--- config.mk ---
export PLATFORM = sky130hd
export DESIGN_NAME = gpmc_sync_master
export DESIGN_NICKNAME = d
export VERILOG_FILES = /design/src/rtl/gpmc_pkg.sv /design/src/rtl/gpmc_clk_gen.sv /design/src/rtl/gpmc_sync_master.sv
export SDC_FILE = /design/constraint.sdc
export NUM_CORES = 1
export LEC_CHECK = 0
export CAP_MARGIN = 20
export CORE_UTILIZATION = 45
export DETAILED_ROUTE_END_ITERATION = 12
export GPL_TIMING_DRIVEN = 0
export PLACE_DENSITY = 0.84
export SLEW_MARGIN = 20
export SYNTH_ARGS = -nofsm -noshare
export SYNTH_HDL_FRONTEND = slang
export SYNTH_SLANG_ARGS = --single-unit
--- constraint.sdc ---
create_clock -name clk -period 4.5 [get_ports clk]
set_clock_uncertainty 0.15 [all_clocks]
set_input_delay 0.9 -clock clk [delete_from_list [all_inputs] [get_ports clk]]
set_output_delay 0.9 -clock clk [all_outputs]
set_load 0.01 [all_outputs]
--- src/rtl/gpmc_pkg.sv ---
// gpmc_pkg: shared GPMC bus states, AD width and parameter range limits
package gpmc_pkg;
  localparam int GPMC_AD_WIDTH = 16;
  localparam int RD_LATENCY_MIN = 1;
  localparam int RD_LATENCY_MAX = 15;
  localparam int TURN_CYCLES_MIN = 1;
  localparam int TURN_CYCLES_MAX = 7;
  typedef enum logic [2:0] {IDLE, ADDR, W_DATA, R_WAIT, TURN} gpmc_state_e;
endpackage

--- src/rtl/gpmc_clk_gen.sv ---
// gpmc_clk_gen: free-running clk/2 bus phase with rise/fall tick strobes
module gpmc_clk_gen (
  input  logic clk,
  input  logic rst,
  output logic phase,
  output logic rise,
  output logic fall
);
  logic phase_q, phase_d;
  assign phase_d = ~phase_q;
  always_ff @(posedge clk) phase_q <= rst ? 1'b0 : phase_d;
  assign phase = phase_q;
  assign rise = ~phase_q;
  assign fall = phase_q;
endmodule

--- src/rtl/gpmc_sync_master.sv ---
// gpmc_sync_master: GPMC sync muxed-AD initiator; GPMC_SYNC_MASTER_WAIT_EN adds the gpmc_wait stall input
module gpmc_sync_master
  import gpmc_pkg::*;
#(
  parameter int ADDR_WIDTH  = 16,
  parameter int DATA_WIDTH  = 16,
  parameter int RD_LATENCY  = 2,
  parameter int TURN_CYCLES = 1
) (
  input  logic                     clk,
  input  logic                     rst,
  input  logic                     req_valid,
  output logic                     req_ready,
  input  logic                     req_write,
  input  logic [ADDR_WIDTH-1:0]    req_addr,
  input  logic [DATA_WIDTH-1:0]    req_wdata,
  output logic                     rsp_valid,
  output logic [DATA_WIDTH-1:0]    rsp_rdata,
  output logic                     busy,
  output logic                     gpmc_clk,
  output logic                     gpmc_cs_n,
  output logic                     gpmc_adv_n,
  output logic                     gpmc_we_n,
  output logic                     gpmc_oe_n,
  output logic [GPMC_AD_WIDTH-1:0] gpmc_ad_out,
  output logic                     gpmc_ad_oe,
`ifdef GPMC_SYNC_MASTER_WAIT_EN
  input  logic                     gpmc_wait,
`endif
  input  logic [GPMC_AD_WIDTH-1:0] gpmc_ad_in
);
  localparam logic [3:0] RD_LAST = 4'(RD_LATENCY - 1);
  localparam logic [3:0] TURN_LAST = 4'(TURN_CYCLES - 1);
  if (ADDR_WIDTH > GPMC_AD_WIDTH || DATA_WIDTH > GPMC_AD_WIDTH ||
      RD_LATENCY < RD_LATENCY_MIN || RD_LATENCY > RD_LATENCY_MAX ||
      TURN_CYCLES < TURN_CYCLES_MIN || TURN_CYCLES > TURN_CYCLES_MAX) begin : g_bad_param
    $error("gpmc_sync_master: parameter out of range");
  end
  logic phase, rise, fall;
  gpmc_clk_gen u_clk_gen (.clk(clk), .rst(rst), .phase(phase), .rise(rise), .fall(fall));
  gpmc_state_e state_q, state_d;
  logic [3:0] cnt_q, cnt_d;
  logic busy_q, busy_d, write_q, write_d, rsp_valid_q, rsp_valid_d;
  logic [ADDR_WIDTH-1:0] addr_q, addr_d;
  logic [DATA_WIDTH-1:0] wdata_q, wdata_d, rdata_q, rdata_d;
  logic accept, rd_last, wait_in, wait_q;
`ifdef GPMC_SYNC_MASTER_WAIT_EN
  logic wait_d;
  assign wait_in = gpmc_wait;
  assign wait_d = rise ? gpmc_wait : wait_q;
  always_ff @(posedge clk) wait_q <= rst ? 1'b0 : wait_d;
`else
  assign wait_in = 1'b0;
  assign wait_q = 1'b0;
`endif
  assign req_ready = state_q == IDLE && !busy_q && !rst;
  assign accept = req_valid && req_ready;
  assign rd_last = state_q == R_WAIT && cnt_q >= RD_LAST;
  always_comb begin
    state_d = state_q;
    cnt_d = (fall && cnt_q != 4'hf) ? cnt_q + 4'd1 : cnt_q;
    busy_d = busy_q | accept;
    write_d = accept ? req_write : write_q;
    addr_d = accept ? req_addr : addr_q;
    wdata_d = accept ? req_wdata : wdata_q;
    rdata_d = rdata_q;
    rsp_valid_d = 1'b0;
    if (rise && rd_last && !wait_in) begin
      rdata_d = gpmc_ad_in[DATA_WIDTH-1:0];
      rsp_valid_d = 1'b1;
    end
    if (fall) begin
      case (state_q)
        IDLE:    state_d = (busy_q || accept) ? ADDR : IDLE;
        ADDR:    state_d = write_q ? W_DATA : R_WAIT;
        W_DATA:  begin
          state_d = wait_q ? W_DATA : TURN;
          rsp_valid_d = !wait_q;
        end
        R_WAIT:  state_d = (rd_last && !wait_q) ? TURN : R_WAIT;
        default: state_d = state_q;
      endcase
    end
    if (rise && state_q == TURN && cnt_q >= TURN_LAST) begin
      state_d = IDLE;
      busy_d = 1'b0;
    end
    if (state_d != state_q) cnt_d = '0;
  end
  always_ff @(posedge clk) begin
    if (rst) begin
      state_q <= IDLE;
      cnt_q <= '0;
      busy_q <= 1'b0;
      write_q <= 1'b0;
      addr_q <= '0;
      wdata_q <= '0;
      rdata_q <= '0;
      rsp_valid_q <= 1'b0;
    end else begin
      state_q <= state_d;
      cnt_q <= cnt_d;
      busy_q <= busy_d;
      write_q <= write_d;
      addr_q <= addr_d;
      wdata_q <= wdata_d;
      rdata_q <= rdata_d;
      rsp_valid_q <= rsp_valid_d;
    end
  end
  logic [GPMC_AD_WIDTH-1:0] addr_ext, wdata_ext;
  assign addr_ext = GPMC_AD_WIDTH'(addr_q);
  assign wdata_ext = GPMC_AD_WIDTH'(wdata_q);
  assign gpmc_clk = phase;
  assign gpmc_cs_n = state_q == IDLE || state_q == TURN;
  assign gpmc_adv_n = state_q != ADDR;
  assign gpmc_we_n = !((state_q == ADDR && write_q) || state_q == W_DATA);
  assign gpmc_oe_n = state_q != R_WAIT;
  assign gpmc_ad_oe = state_q == ADDR || state_q == W_DATA;
  assign gpmc_ad_out = state_q == ADDR ? addr_ext : state_q == W_DATA ? wdata_ext : '0;
  assign rsp_valid = rsp_valid_q;
  assign rsp_rdata = rdata_q;
  assign busy = busy_q;
endmodule

# == Word-level counts from Yosys, hierarchy flattened ==
# Cells that the tools add are included.
# word_totals
output_inout_bits,41
reg_bits,59
wordCells,52
inputBits,52
# op_classes
mux,11
order_cmp,2
add_sub_neg,1
eq_ne,8
bitwise,2
n_reduce_logical,19
# ops
cell,count
16-bit two-way mux,2
3-bit case mux with 4 select lines,1
1-bit logical AND,9
3-bit two-way mux,3
4-bit by 1-bit >= comparator with 1-bit output (second input constant),2
3-bit by 2-bit equality test with 1-bit output (second input constant),2
1-bit two-way mux,5
4-bit by 1-bit adder with 4-bit output (second input constant),1
1-bit logical OR,4
4-bit inequality test (second input constant),1
2-bit OR reduction,2
3-bit by 1-bit equality test with 1-bit output (second input constant),1
3-bit equality test (second input constant),1
1-bit logical NOT,3
3-bit logical NOT,1
3-bit by 1-bit inequality test with 1-bit output (second input constant),1
3-bit by 2-bit inequality test with 1-bit output (second input constant),1
3-bit inequality test,1
1-bit inverter,1
1-bit OR,1

# == Logic depth before layout (Yosys ltp) ==
# logic_depth
ltp_word,11
depth_mapped,8
depth_no_buf,6

# == Hierarchy ==
# From an unflattened synthesis, not the netlist that was laid out.
# hier_totals
cells_unflattened,294
hier_area_um2,2736.4
# by_module_without_submodules
mod,instances,area_each_um2,cells_each,seq_area_each_um2
gpmc_sync_master,1,2701.3,290,1161.1
gpmc_clk_gen,1,35.0,4,20.0

# == Least setup slack after synthesis ==
# Ideal clock, no wire load.
# synth_path
path_type,reg2out
from,register state_q[0]
to,output gpmc_ad_out[10]
path_stages_with_launch,5
arrival_ps,1396
t_required_ps,3450
n_path_buf,2
slack_ps,2054
cell_sequence,dfxtp_1 > buf_2 > nor3b_2 > clkbuf_1 > a22o_1
# synth_between
elab_chain_len,3
elab_cells_between_ends,4
cone_classes,eq/ne (2); mux (2)
# synth_lines
element,line_no,rtl
from (decl),gpmc_sync_master.sv:41,"gpmc_state_e state_q, state_d;"
from (signal assigned),gpmc_sync_master.sv:101,state_q <= state_d;
3-bit by 2-bit equality test with 1-bit output,gpmc_sync_master.sv:120,assign gpmc_ad_out = state_q == ADDR ? addr_ext : state_q == W_DATA ? wdata_ext : '0;
16-bit two-way mux,gpmc_sync_master.sv:120,
16-bit two-way mux (*),gpmc_sync_master.sv:120,
to (decl),gpmc_sync_master.sv:25,"output logic [GPMC_AD_WIDTH-1:0] gpmc_ad_out,"
# Mark *: on every way between the ends. The rest lies on a longest branch, timed or not.

# == Worst setup path after layout ==
# layout_path
from,register state_q[0]
to,output gpmc_ad_out[8]
# Same word-level chain as after synthesis.

==> summary.md <==
| Metric | Value |
|---|---|
| Crit path arrival time | `2.62 ns` |
| Number of setup buffers added after CTS | `0` |
| Status | `finished, final reports clean` |
| Reg-to-reg startpoint | `cnt_q[1]` |
| Startpoint Class | `flop` |
| Most frequent cells in the layout | `103 x nand2_1, 92 x clkdlybuf4s50_1, 59 x dfxtp_1` |
| Longest Clk Path Bufs | `2` |
| Flip-flop and latch area | `0.00118 mm^2` |
| RSZ-0062 raised after global routing | `no` |
| H-tree levels | `3` |
| Crit end category | `output port` |
| Number of detailed-route iterations in the first pass | `4` |
| Area contributors post-synth | `dfxtp_1 48%, nand2_1 16%, a21oi_1 11%, a22o_1 5.7%, buf_2 2.2%` |
| Yosys reg bits | `59` |
| Util after Layout | `70.4%` |
| Routed WL | `6660 um` |
| Post-Syn Instances | `308` |
| Antenna violations before repair | `0` |
| Overflow after GRT | `0` |
| Clock sink count | `59` |
| Cts repair resizes | `0` |
| Starting density of the core | `47.3%` |
| Reg clk slew, reported paths | `0.06 ns` |
| Num CTS Buffers | `9` |
| Die Area | `0.00577 mm^2` |
| Largest net degree at the start of global routing | `11` |
| Worst-skew pair later-pin latency | `0.33 ns` |
| DP HPWL | `4750 um` |
| Maxcap violations | `0` |
| Cell area power density | `329 mW/mm^2` |
| Maximum clock frequency | `272 MHz` |
| Netlist Area Pre-Place | `0.00246 mm^2` |
| Total GRT Usage | `24.2%` |
| Layout cells sized above 1 | `7.47%` |
| Layout Nets | `466` |
| Syn-to-layout area delta | `48.8%` |
| Post-layout min period | `3.67 ns` |
| Post-Syn Nets | `363` |
| Slew @ Worst Pin | `0.639 ns` |
| Tcrit/Tclk final | `81.6%` |
| CTS tree | `done` |
| Area share of the largest cell type after synthesis | `47.9%` |
| Crit-path slowest cell | `nor3b_2` |
| Die W | `76.0 um` |
| Placed cell areas | `0.00347 mm^2` |
| Clk root buf | `clkbuf_8` |
| Vias in the first global route | `2377` |
| Endpoints failing setup | `0` |
| Worst setup path class | `reg -> out` |
| # fillers | `428` |
| Cell family with the largest share of critical-path delay | `buffers and inverters` |
| Peak VDD IR | `229 uV` |
| Area leader, netlist | `dfxtp_1` |
| Top FF cell, synth | `dfxtp_1` |
| Endpoints failing hold | `0` |
| Slew Limit Fails | `0` |
| CP startpoint | `state_q[0]` |
| Setup TNS Final | `0 ns` |
| DRC viols | `0` |
| Post-synth EDFFs | `0` |
| Post-route cell area | `0.00367 mm^2` |
| I/O pins | `93` |
| Most common cell after layout, fill and taps aside | `nand2_1` |
| Antenna diode count | `0` |
| Hold Buf Count CTS | `0` |
| Drt wl/cell | `13.7 um` |
| Ys async rst share | `0%` |
| Vias | `2449` |
| Multi-input gate area | `0.00116 mm^2` |
| Crit path cell chain | `buf_2 > nor3b_2 > clkbuf_1 > a22o_1 > clkdlybuf4s50_1` |
| Buffers on Ports | `92` |
| Static leakage | `1.32 nW` |
| Post-synthesis cell type count | `36` |
| Hold Path Origin | `wdata_ext[11]` |
| Worst path required time | `3.45 ns` |
| Routed vias/inst | `5.05` |
| CP Max Fanout | `10` |
| Syn. warnings | `0` |
| Core Region | `0.00520 mm^2` |
| Peak per-stage delay on the critical path | `0.57 ns` |
| Die Y-Extent | `76.0 um` |
| Iter 0 DRT Violations | `139` |
| First-pass GRT wire length | `11000 um` |
| Post-DRT Antenna Nets | `0` |
| Crit path buf inv count | `3` |
| Average size of a mapped cell | `8.00 um^2` |
| Slew HR | `57.2%` |
| Sequential area share after synthesis | `47.9%` |
| Global placement routability congestion | `0.808` |
| HP Class | `reg -> reg` |
| Cell Rows | `26` |
==> Yosys cell counts (2+ instances only) <==
master    instances
o21a_1            2
nor2b_1           2
a22o_1           16
ha_1              3
dfxtp_1          59
nor3_1            6
nor2_1            7
mux2i_1           2
inv_1             4
clkbuf_1         10
nand3_1           4
nand2_1         103
a21oi_1          55
buf_2            11
nand2b_1          3
==> logic make-up (layout without fill, tap and decap cells) <==
kind of cell,after synthesis,in the layout,synth area share (%)
mux,2,2,0.813
compound gates,78,78,19.3
xor+xnor,1,1,0.356
buf+inv,27,134,4.98
flops,59,59,47.9
fa+ha+maj,3,3,1.52
simple gates,138,138,25.1
==> tightest hold or removal path, stage by stage, from the launching register on <==
cell     delay, ns
dfxtp_1       0.31
nand2_1       0.05
a21oi_1       0.05
==> state kept, by name, indices dropped and copies added, names as in the netlist, 3 cells and up <==
register   flops
rsp_rdata     16
cnt_q          4
wdata_ext     16
addr_ext      16
state_q        3
==> where the power goes <==
| part | internal (mW) | leakage (nW) | switching [mW] |
|---|---|---|---|
| sequential | 0.542 | 0.479 | 0.0119 |
| clock | 0.282 | 0.0995 | 0.196 |
| combinational | 0.0911 | 0.745 | 0.0846 |
==> path summary, 6_finish.rpt <==
path	slack, ns	cells after the start	endpoint
setup reg to reg	2.49	6	cnt_q[2]
setup / recovery	0.83	5	gpmc_ad_out[8]
hold / removal	0.30	2	wdata_ext[11]
hold reg to reg	0.30	2	wdata_ext[11]
==> metal layers <==
layer / GRT usage [%] / share of wire, % / wire (um) / up-vias
met1: 28.9 / 43 / 2880 / 1110
met4: 12.3 / 1.9 / 128 / 0
met3: 5.51 / 5.7 / 381 / 14
met5: 0 / 0 / 0 / -
met2: 40.8 / 49 / 3270 / 83
li1: - / - / - / 1242
==> through the flow <==
| step | cells | setup slack, ns | total power, mW | hold slack, ns |
|---|---|---|---|---|
| finish | 485 | 0.828 | 1.21 | 0.303 |
| CTS | 485 | 0.824 | 1.21 | 0.305 |
| global route | 485 | 0.653 | 1.25 | 0.316 |
| detailed placement | 470 | 1.21 | 0.738 | 0.297 |
| global placement | 470 | 1.21 | 0.734 | 0.291 |
| floorplan | 308 | 2.05 | 0.650 | 0.286 |
==> final cells by class <==
cell class / instances / area share [%]
timing repair buffer: 92 / 25.1
tap: 70 / 2.39
inverter: 4 / 0.410
clock inverter: 2 / 0.956
multi-input combinational: 222 / 31.6
sequential: 59 / 32.2
clock buffer: 13 / 4.33
buffer: 23 / 2.94
(Power assumes the default switching activity.)
